## src/rtl/backend_redirect_ctrl_if.sv

```systemverilog
// rtl/backend_redirect_ctrl_if.sv - BackendRedirect handshake between commit stage and IF0
// Purpose : groups the redirect request/acknowledge signals.
// Signals : redirect, valid, redirectPC (initiator -> IF0), ready (IF0 -> initiator).
// Modports: master = commit-side initiator, slave = IF0 PC register.
interface backend_redirect_ctrl_if #(
    parameter int ADDR_W = 32
);
    logic              redirect;
    logic              valid;
    logic [ADDR_W-1:0] redirectPC;
    logic              ready;

    modport master (output redirect, output valid, output redirectPC, input ready);
    modport slave  (input redirect, input valid, input redirectPC, output ready);
endinterface

```

## src/rtl/backend_redirect_ctrl.sv

```systemverilog
// rtl/backend_redirect_ctrl.sv - commit-stage redirect initiator with MIPS delay-slot ordering
// Purpose : watches both commit slots for mispredicts/exceptions, waits for a branch's
//           delay slot to commit, then holds a redirect toward IF0 until accepted.
// Ports   : clk, rst (async, active high); cm0_*/cm1_* commit slot info (slot 1 younger);
//           br (master modport: redirect/valid/redirectPC out, ready in);
//           flush (1-cycle pulse), commitStall, mispredCount/excCount statistics.
// Config  : REDIRECT_STATS_EN enables the statistics counters; otherwise they read 0.
module backend_redirect_ctrl #(
    parameter int                ADDR_W   = 32,
    parameter logic [ADDR_W-1:0] RESET_PC = 32'hbfc00000
) (
    input  logic                  clk,
    input  logic                  rst,
    input  logic                  cm0_valid,
    input  logic                  cm0_mispred,
    input  logic [ADDR_W-1:0]     cm0_target,
    input  logic                  cm0_exc,
    input  logic [ADDR_W-1:0]     cm0_excPC,
    input  logic                  cm1_valid,
    input  logic                  cm1_mispred,
    input  logic [ADDR_W-1:0]     cm1_target,
    input  logic                  cm1_exc,
    input  logic [ADDR_W-1:0]     cm1_excPC,
    backend_redirect_ctrl_if.master br,
    output logic                  flush,
    output logic                  commitStall,
    output logic [31:0]           mispredCount,
    output logic [31:0]           excCount
);
    typedef enum logic [1:0] {IDLE, WAIT_DS, ISSUE} state_t;

    state_t            state, state_n;
    logic [ADDR_W-1:0] tgt_q, tgt_n;
    logic [ADDR_W-1:0] pc_q, pc_n;
    logic              redir_q, redir_n;
    logic              flush_q, flush_n;
    logic              stall_q, stall_n;

    // go: enter ISSUE next cycle with go_pc; go_exc marks an exception-caused redirect.
    logic              go;
    logic [ADDR_W-1:0] go_pc;
    logic              go_exc;
    logic              accept;

    assign accept = (state == ISSUE) && br.ready;

    always_ff @(posedge clk or posedge rst) begin
        if (rst) begin
            state   <= IDLE;
            tgt_q   <= RESET_PC;
            pc_q    <= RESET_PC;
            redir_q <= 1'b0;
            flush_q <= 1'b0;
            stall_q <= 1'b0;
        end else begin
            state   <= state_n;
            tgt_q   <= tgt_n;
            pc_q    <= pc_n;
            redir_q <= redir_n;
            flush_q <= flush_n;
            stall_q <= stall_n;
        end
    end

    always_comb begin
        state_n = state;
        tgt_n   = tgt_q;
        pc_n    = pc_q;
        redir_n = redir_q;
        flush_n = 1'b0;
        stall_n = stall_q;
        go      = 1'b0;
        go_pc   = tgt_q;
        go_exc  = 1'b0;
        case (state)
            IDLE: begin
                if (cm0_valid && cm0_exc) begin
                    go = 1'b1; go_pc = cm0_excPC; go_exc = 1'b1;
                end else if (cm0_valid && cm0_mispred && cm1_valid && cm1_exc) begin
                    // Delay slot faulted: the exception wins over the branch target.
                    go = 1'b1; go_pc = cm1_excPC; go_exc = 1'b1;
                end else if (cm0_valid && cm0_mispred && cm1_valid) begin
                    go = 1'b1; go_pc = cm0_target;
                end else if (cm0_valid && cm0_mispred) begin
                    tgt_n   = cm0_target;
                    state_n = WAIT_DS;
                end else if (cm1_valid && cm1_exc) begin
                    go = 1'b1; go_pc = cm1_excPC; go_exc = 1'b1;
                end else if (cm1_valid && cm1_mispred) begin
                    tgt_n   = cm1_target;
                    state_n = WAIT_DS;
                end
            end
            WAIT_DS: begin
                // The next retirement in slot 0 is the delay slot; slot 1 is flushed.
                if (cm0_valid) begin
                    go = 1'b1;
                    if (cm0_exc) begin
                        go_pc = cm0_excPC; go_exc = 1'b1;
                    end else begin
                        go_pc = tgt_q;
                    end
                end
            end
            ISSUE: begin
                if (br.ready) begin
                    state_n = IDLE;
                    redir_n = 1'b0;
                    stall_n = 1'b0;
                end
            end
            default: state_n = IDLE;
        endcase
        if (go) begin
            state_n = ISSUE;
            tgt_n   = go_pc;
            pc_n    = go_pc;
            redir_n = 1'b1;
            flush_n = 1'b1;
            stall_n = 1'b1;
        end
    end

    assign br.redirect   = redir_q;
    assign br.valid      = redir_q;
    assign br.redirectPC = pc_q;
    assign flush         = flush_q;
    assign commitStall   = stall_q;

`ifdef REDIRECT_STATS_EN
    logic        exc_q;
    logic [31:0] mis_cnt, exc_cnt;

    always_ff @(posedge clk or posedge rst) begin
        if (rst) begin
            exc_q   <= 1'b0;
            mis_cnt <= 32'd0;
            exc_cnt <= 32'd0;
        end else begin
            if (go) exc_q <= go_exc;
            if (accept) begin
                if (exc_q) exc_cnt <= exc_cnt + 32'd1;
                else       mis_cnt <= mis_cnt + 32'd1;
            end
        end
    end

    assign mispredCount = mis_cnt;
    assign excCount     = exc_cnt;
`else
    logic unused_stats;
    assign unused_stats = go_exc ^ accept;
    assign mispredCount = 32'd0;
    assign excCount     = 32'd0;
`endif
endmodule

```

## src/flat_wrapper.sv

```systemverilog
// flat-port wrapper written by rule: the top's interface ports become plain ports
module backend_redirect_ctrl_flat 
#(
    parameter int                ADDR_W   = 32,
    parameter logic [ADDR_W-1:0] RESET_PC = 32'hbfc00000
)
  (clk, rst, cm0_valid, cm0_mispred, cm0_target, cm0_exc, cm0_excPC, cm1_valid, cm1_mispred, cm1_target, cm1_exc, cm1_excPC, flush, commitStall, mispredCount, excCount, br_redirect, br_valid, br_redirectPC, br_ready);
  backend_redirect_ctrl_if #(.ADDR_W(ADDR_W)) br_i ();
  input  logic clk;
  input  logic rst;
  input  logic cm0_valid;
  input  logic cm0_mispred;
  input  logic [ADDR_W-1:0] cm0_target;
  input  logic cm0_exc;
  input  logic [ADDR_W-1:0] cm0_excPC;
  input  logic cm1_valid;
  input  logic cm1_mispred;
  input  logic [ADDR_W-1:0] cm1_target;
  input  logic cm1_exc;
  input  logic [ADDR_W-1:0] cm1_excPC;
  output logic flush;
  output logic commitStall;
  output logic [31:0] mispredCount;
  output logic [31:0] excCount;
  output wire logic [$bits(br_i.redirect)-1:0] br_redirect;
  output wire logic [$bits(br_i.valid)-1:0] br_valid;
  output wire logic [$bits(br_i.redirectPC)-1:0] br_redirectPC;
  input wire logic [$bits(br_i.ready)-1:0] br_ready;
  assign br_redirect = br_i.redirect;
  assign br_valid = br_i.valid;
  assign br_redirectPC = br_i.redirectPC;
  assign br_i.ready = br_ready;
  backend_redirect_ctrl #(.ADDR_W(ADDR_W), .RESET_PC(RESET_PC)) u_core (.clk(clk), .rst(rst), .cm0_valid(cm0_valid), .cm0_mispred(cm0_mispred), .cm0_target(cm0_target), .cm0_exc(cm0_exc), .cm0_excPC(cm0_excPC), .cm1_valid(cm1_valid), .cm1_mispred(cm1_mispred), .cm1_target(cm1_target), .cm1_exc(cm1_exc), .cm1_excPC(cm1_excPC), .br(br_i), .flush(flush), .commitStall(commitStall), .mispredCount(mispredCount), .excCount(excCount));
endmodule
```

## config.mk

```make
export PLATFORM = sky130hd
export DESIGN_NAME = backend_redirect_ctrl_flat
export DESIGN_NICKNAME = d
export VERILOG_FILES = /design/src/rtl/backend_redirect_ctrl_if.sv /design/src/rtl/backend_redirect_ctrl.sv /design/src/flat_wrapper.sv
export SDC_FILE = /design/constraint.sdc
export NUM_CORES = 1
export LEC_CHECK = 0
export ABC_AREA = 1
export BUFFER_PORTS_ARGS = -buffer_cell sky130_fd_sc_hd__buf_2
export CAP_MARGIN = 20
export CORE_MARGIN = 2
export CORE_UTILIZATION = 50
export CTS_BUF_LIST = sky130_fd_sc_hd__clkbuf_4 sky130_fd_sc_hd__clkbuf_8
export DETAILED_ROUTE_END_ITERATION = 10
export GPL_ROUTABILITY_DRIVEN = 0
export PLACE_DENSITY = 0.87
export SYNTH_ARGS = -nofsm -noshare
export SYNTH_HDL_FRONTEND = slang
export SYNTH_SLANG_ARGS = --single-unit
```

## constraint.sdc

```tcl
create_clock -name clk -period 2.76 [get_ports clk]
set_input_delay 0.414 -clock clk [delete_from_list [all_inputs] [get_ports clk]]
set_output_delay 0.414 -clock clk [all_outputs]
set_load 0.01 [all_outputs]
```

==> flow_summary.json <==
{
  "status": "complete, no violations",
  "cp-startpoint": "u_core.state[1]",
  "wl_per_cell_um": 13.97,
  "endpoint_kind": "flip-flop",
  "power_switching_mw": 2.831,
  "num_rows": 38,
  "cts_buffers": 9,
  "final_max_slew_viol_count": 0,
  "maxSlewHeadroom": 0.3820,
  "r2r-start": "u_core.state[1]",
  "layout.nets": 1192,
  "grt_use_total": 0.2818,
  "synth_cell_types": 29,
  "die_width_um": 109.3,
  "n_antenna_cell": 0,
  "grt_pass1_wl_um": 26290,
  "rsz0062_at_grt": "no",
  "drc": 0,
  "grt_max_degree": 59,
  "hold_viol_final": 0,
  "clkSinkCount": 68,
  "r2r_cells": 6,
  "initial_core_util": 0.5113,
  "cts_tree": "yes",
  "finalCriticalPeriod_ns": 2.061,
  "grt_antenna_before_repair": 0,
  "place.port_buffers": 172,
  "ys_seq_elements": 68,
  "viasPerCell": 5.103,
  "critical_path_class": "flip-flop to flip-flop",
  "worst-slew-pin-transition_ns": 0.9260,
  "placed_area_mm2": 0.006211,
  "required_ns": 3.04,
  "clock-root-buffer": "clkbuf_8",
  "mostFrequentLayoutCells": "319 x nand2_1, 172 x buf_2, 118 x nor2_1",
  "post_cts_buffers": 0,
  "ios": 237,
  "arrival_ns": 2.34,
  "dpl.cell_count": 1184,
  "intPower_mw": 3.358,
  "htree_levels": 3,
  "die_h_um": 109.3,
  "power_density_mw_per_mm2": 959.6,
  "clk_latency_ns": 0.36,
  "hold_buffers": 0,
  "syn_inst": 910,
  "cap_violations": 0,
  "clockPowerShare": 0.165,
  "ys_seq_area_frac": 0.3111,
  "die_area_mm2": 0.01194,
  "drive_gt1_frac": 0.2264,
  "final_common_cell": "nand2_1",
  "pwr-share-seq": 0.314,
  "wirelength_um": 16770,
  "finClkSkew_ns": 0.01780,
  "dr.pass1.iters": 8,
  "avgSynthCellArea_um2": 6.091,
  "fmax_ghz": 0.4852,
  "start_kind": "flip-flop",
  "hp-class": "primary input to asynchronous set/reset pin",
  "combPwrFrac": 0.521,
  "stdcell_area_mm2": 0.006450,
  "post_cts_resized": 0,
  "area_growth_pct": 16.37,
  "setup_viol": 0,
  "route.antenna.remaining_nets": 0,
  "switching_share": 0.4575,
  "dpl.hpwl_um": 11270,
  "setup_tns_ns": 0,
  "synth_area_mm2": 0.005543,
  "cts.clk_slew.worst_paths_ns": 0.08,
  "drt_iter0_markers": 501,
  "grt_pass1_vias": 5533,
  "grt_overflow": 0,
  "irDropWorstVdd_v": 0.0005500,
  "clock_path_buffers": 2,
  "vias": 6124,
  "critPathMaxFanout": 58,
  "ys_warn_count": 0,
  "finalCritPeriodShare": 0.7467,
  "stdcell_count": 1200,
  "fp.coreArea_mm2": 0.01084,
  "utilization": 0.5950,
  "leakagePower_nw": 3.670
}
## metal layers
metal  up-vias  track usage  wire length, um
met5         -            0                0
met4         0       0.1040              330
met3        36      0.05039             1709
met2       329       0.4707             8011
met1      2750       0.3660             6715
li1       3009            -                -
## power groups by stage
| stage | sequential, mW | clock (mW) | combinational [mW] |
|---|---|---|---|
| after floorplan | 1.98 | 0 | 2.32 |
| after global placement | 1.94 | 0 | 3.12 |
| after detailed placement | 1.94 | 0 | 3.20 |
| after CTS | 1.93 | 1.03 | 3.21 |
| after global routing | 2.00 | 1.06 | 3.67 |
| final | 1.94 | 1.02 | 3.23 |
## state kept, by name, indices dropped and copies added, names as in the netlist
name,cells
u_core.br.redirect,1
u_core.br.redirectPC,32
u_core.flush,1
u_core.state,2
u_core.tgt_q,32
## final timing paths
kind | to | slack, ns
max reg2reg | u_core.tgt_q[30] | 0.70
max in group asynchronous | u_core.br.redirectPC[29] | 1.82
min in group clk | u_core.state[1] | 0.36
max | u_core.tgt_q[30] | 0.70
min | u_core.tgt_q[20] | 0.24
min reg2reg | u_core.br.redirectPC[23] | 0.47
## final cells by class
class / count / area, um^2
timing repair buffer: 187 / 998.5
clock buffer: 9 / 123.9
sequential: 68 / 1724
multi-input combinational: 702 / 2987
tap: 140 / 175.2
clock inverter: 7 / 115.1
fill: 1093 / 4390
inverter: 87 / 326.6
## metrics by stage
stage               power [mW]  setup WS, ns  hold slack [ns]
floorplan                4.299        0.6643           0.4728
global placement         5.058        0.6042           0.4561
detailed placement       5.141        0.5379           0.4592
CTS                      6.176        0.7050           0.2608
global route             6.729        0.4893           0.3103
finish                   6.189        0.6992           0.2445
## critical path, cell delays in order (launching register included)
cell     delay, ns
dfrtp_1       0.54
nor2_1        0.31
nand2_1       0.11
nand2_2       0.08
buf_4         0.54
nand4_1       0.22
a31oi_1       0.17
## synth_stat cells
cell type,n,area share
o41ai_1,1,0.0016
nand2_1,320,0.22
nor2_1,118,0.080
a31oi_1,1,0.0011
o21ai_0,31,0.028
o31ai_1,1,0.0014
conb_1,1,0.00068
nor2_2,1,0.0011
nor3_1,7,0.0063
or2_2,2,0.0023
buf_1,1,0.00068
inv_2,8,0.0054
a21oi_1,63,0.057
nor2_4,1,0.0020
nand2_2,4,0.0045
inv_1,79,0.053
nand3_2,1,0.0018
buf_4,73,0.099
clkbuf_1,23,0.016
o22ai_1,31,0.035
o21ai_2,1,0.0016
nand3_1,29,0.026
nand4_1,1,0.0011
buf_6,3,0.0061
o21ai_1,17,0.015
dfstp_2,18,0.085
dfrtp_1,50,0.23
o211ai_1,8,0.011
buf_2,16,0.014
## cell families after synthesis
logic type | synth area share
other | 0.0006766
and+or+nand+nor | 0.3420
AOI/OAI and AO/OA | 0.1517
buffers and inverters | 0.1946
DFF | 0.3111
(Power assumes the default switching activity.)
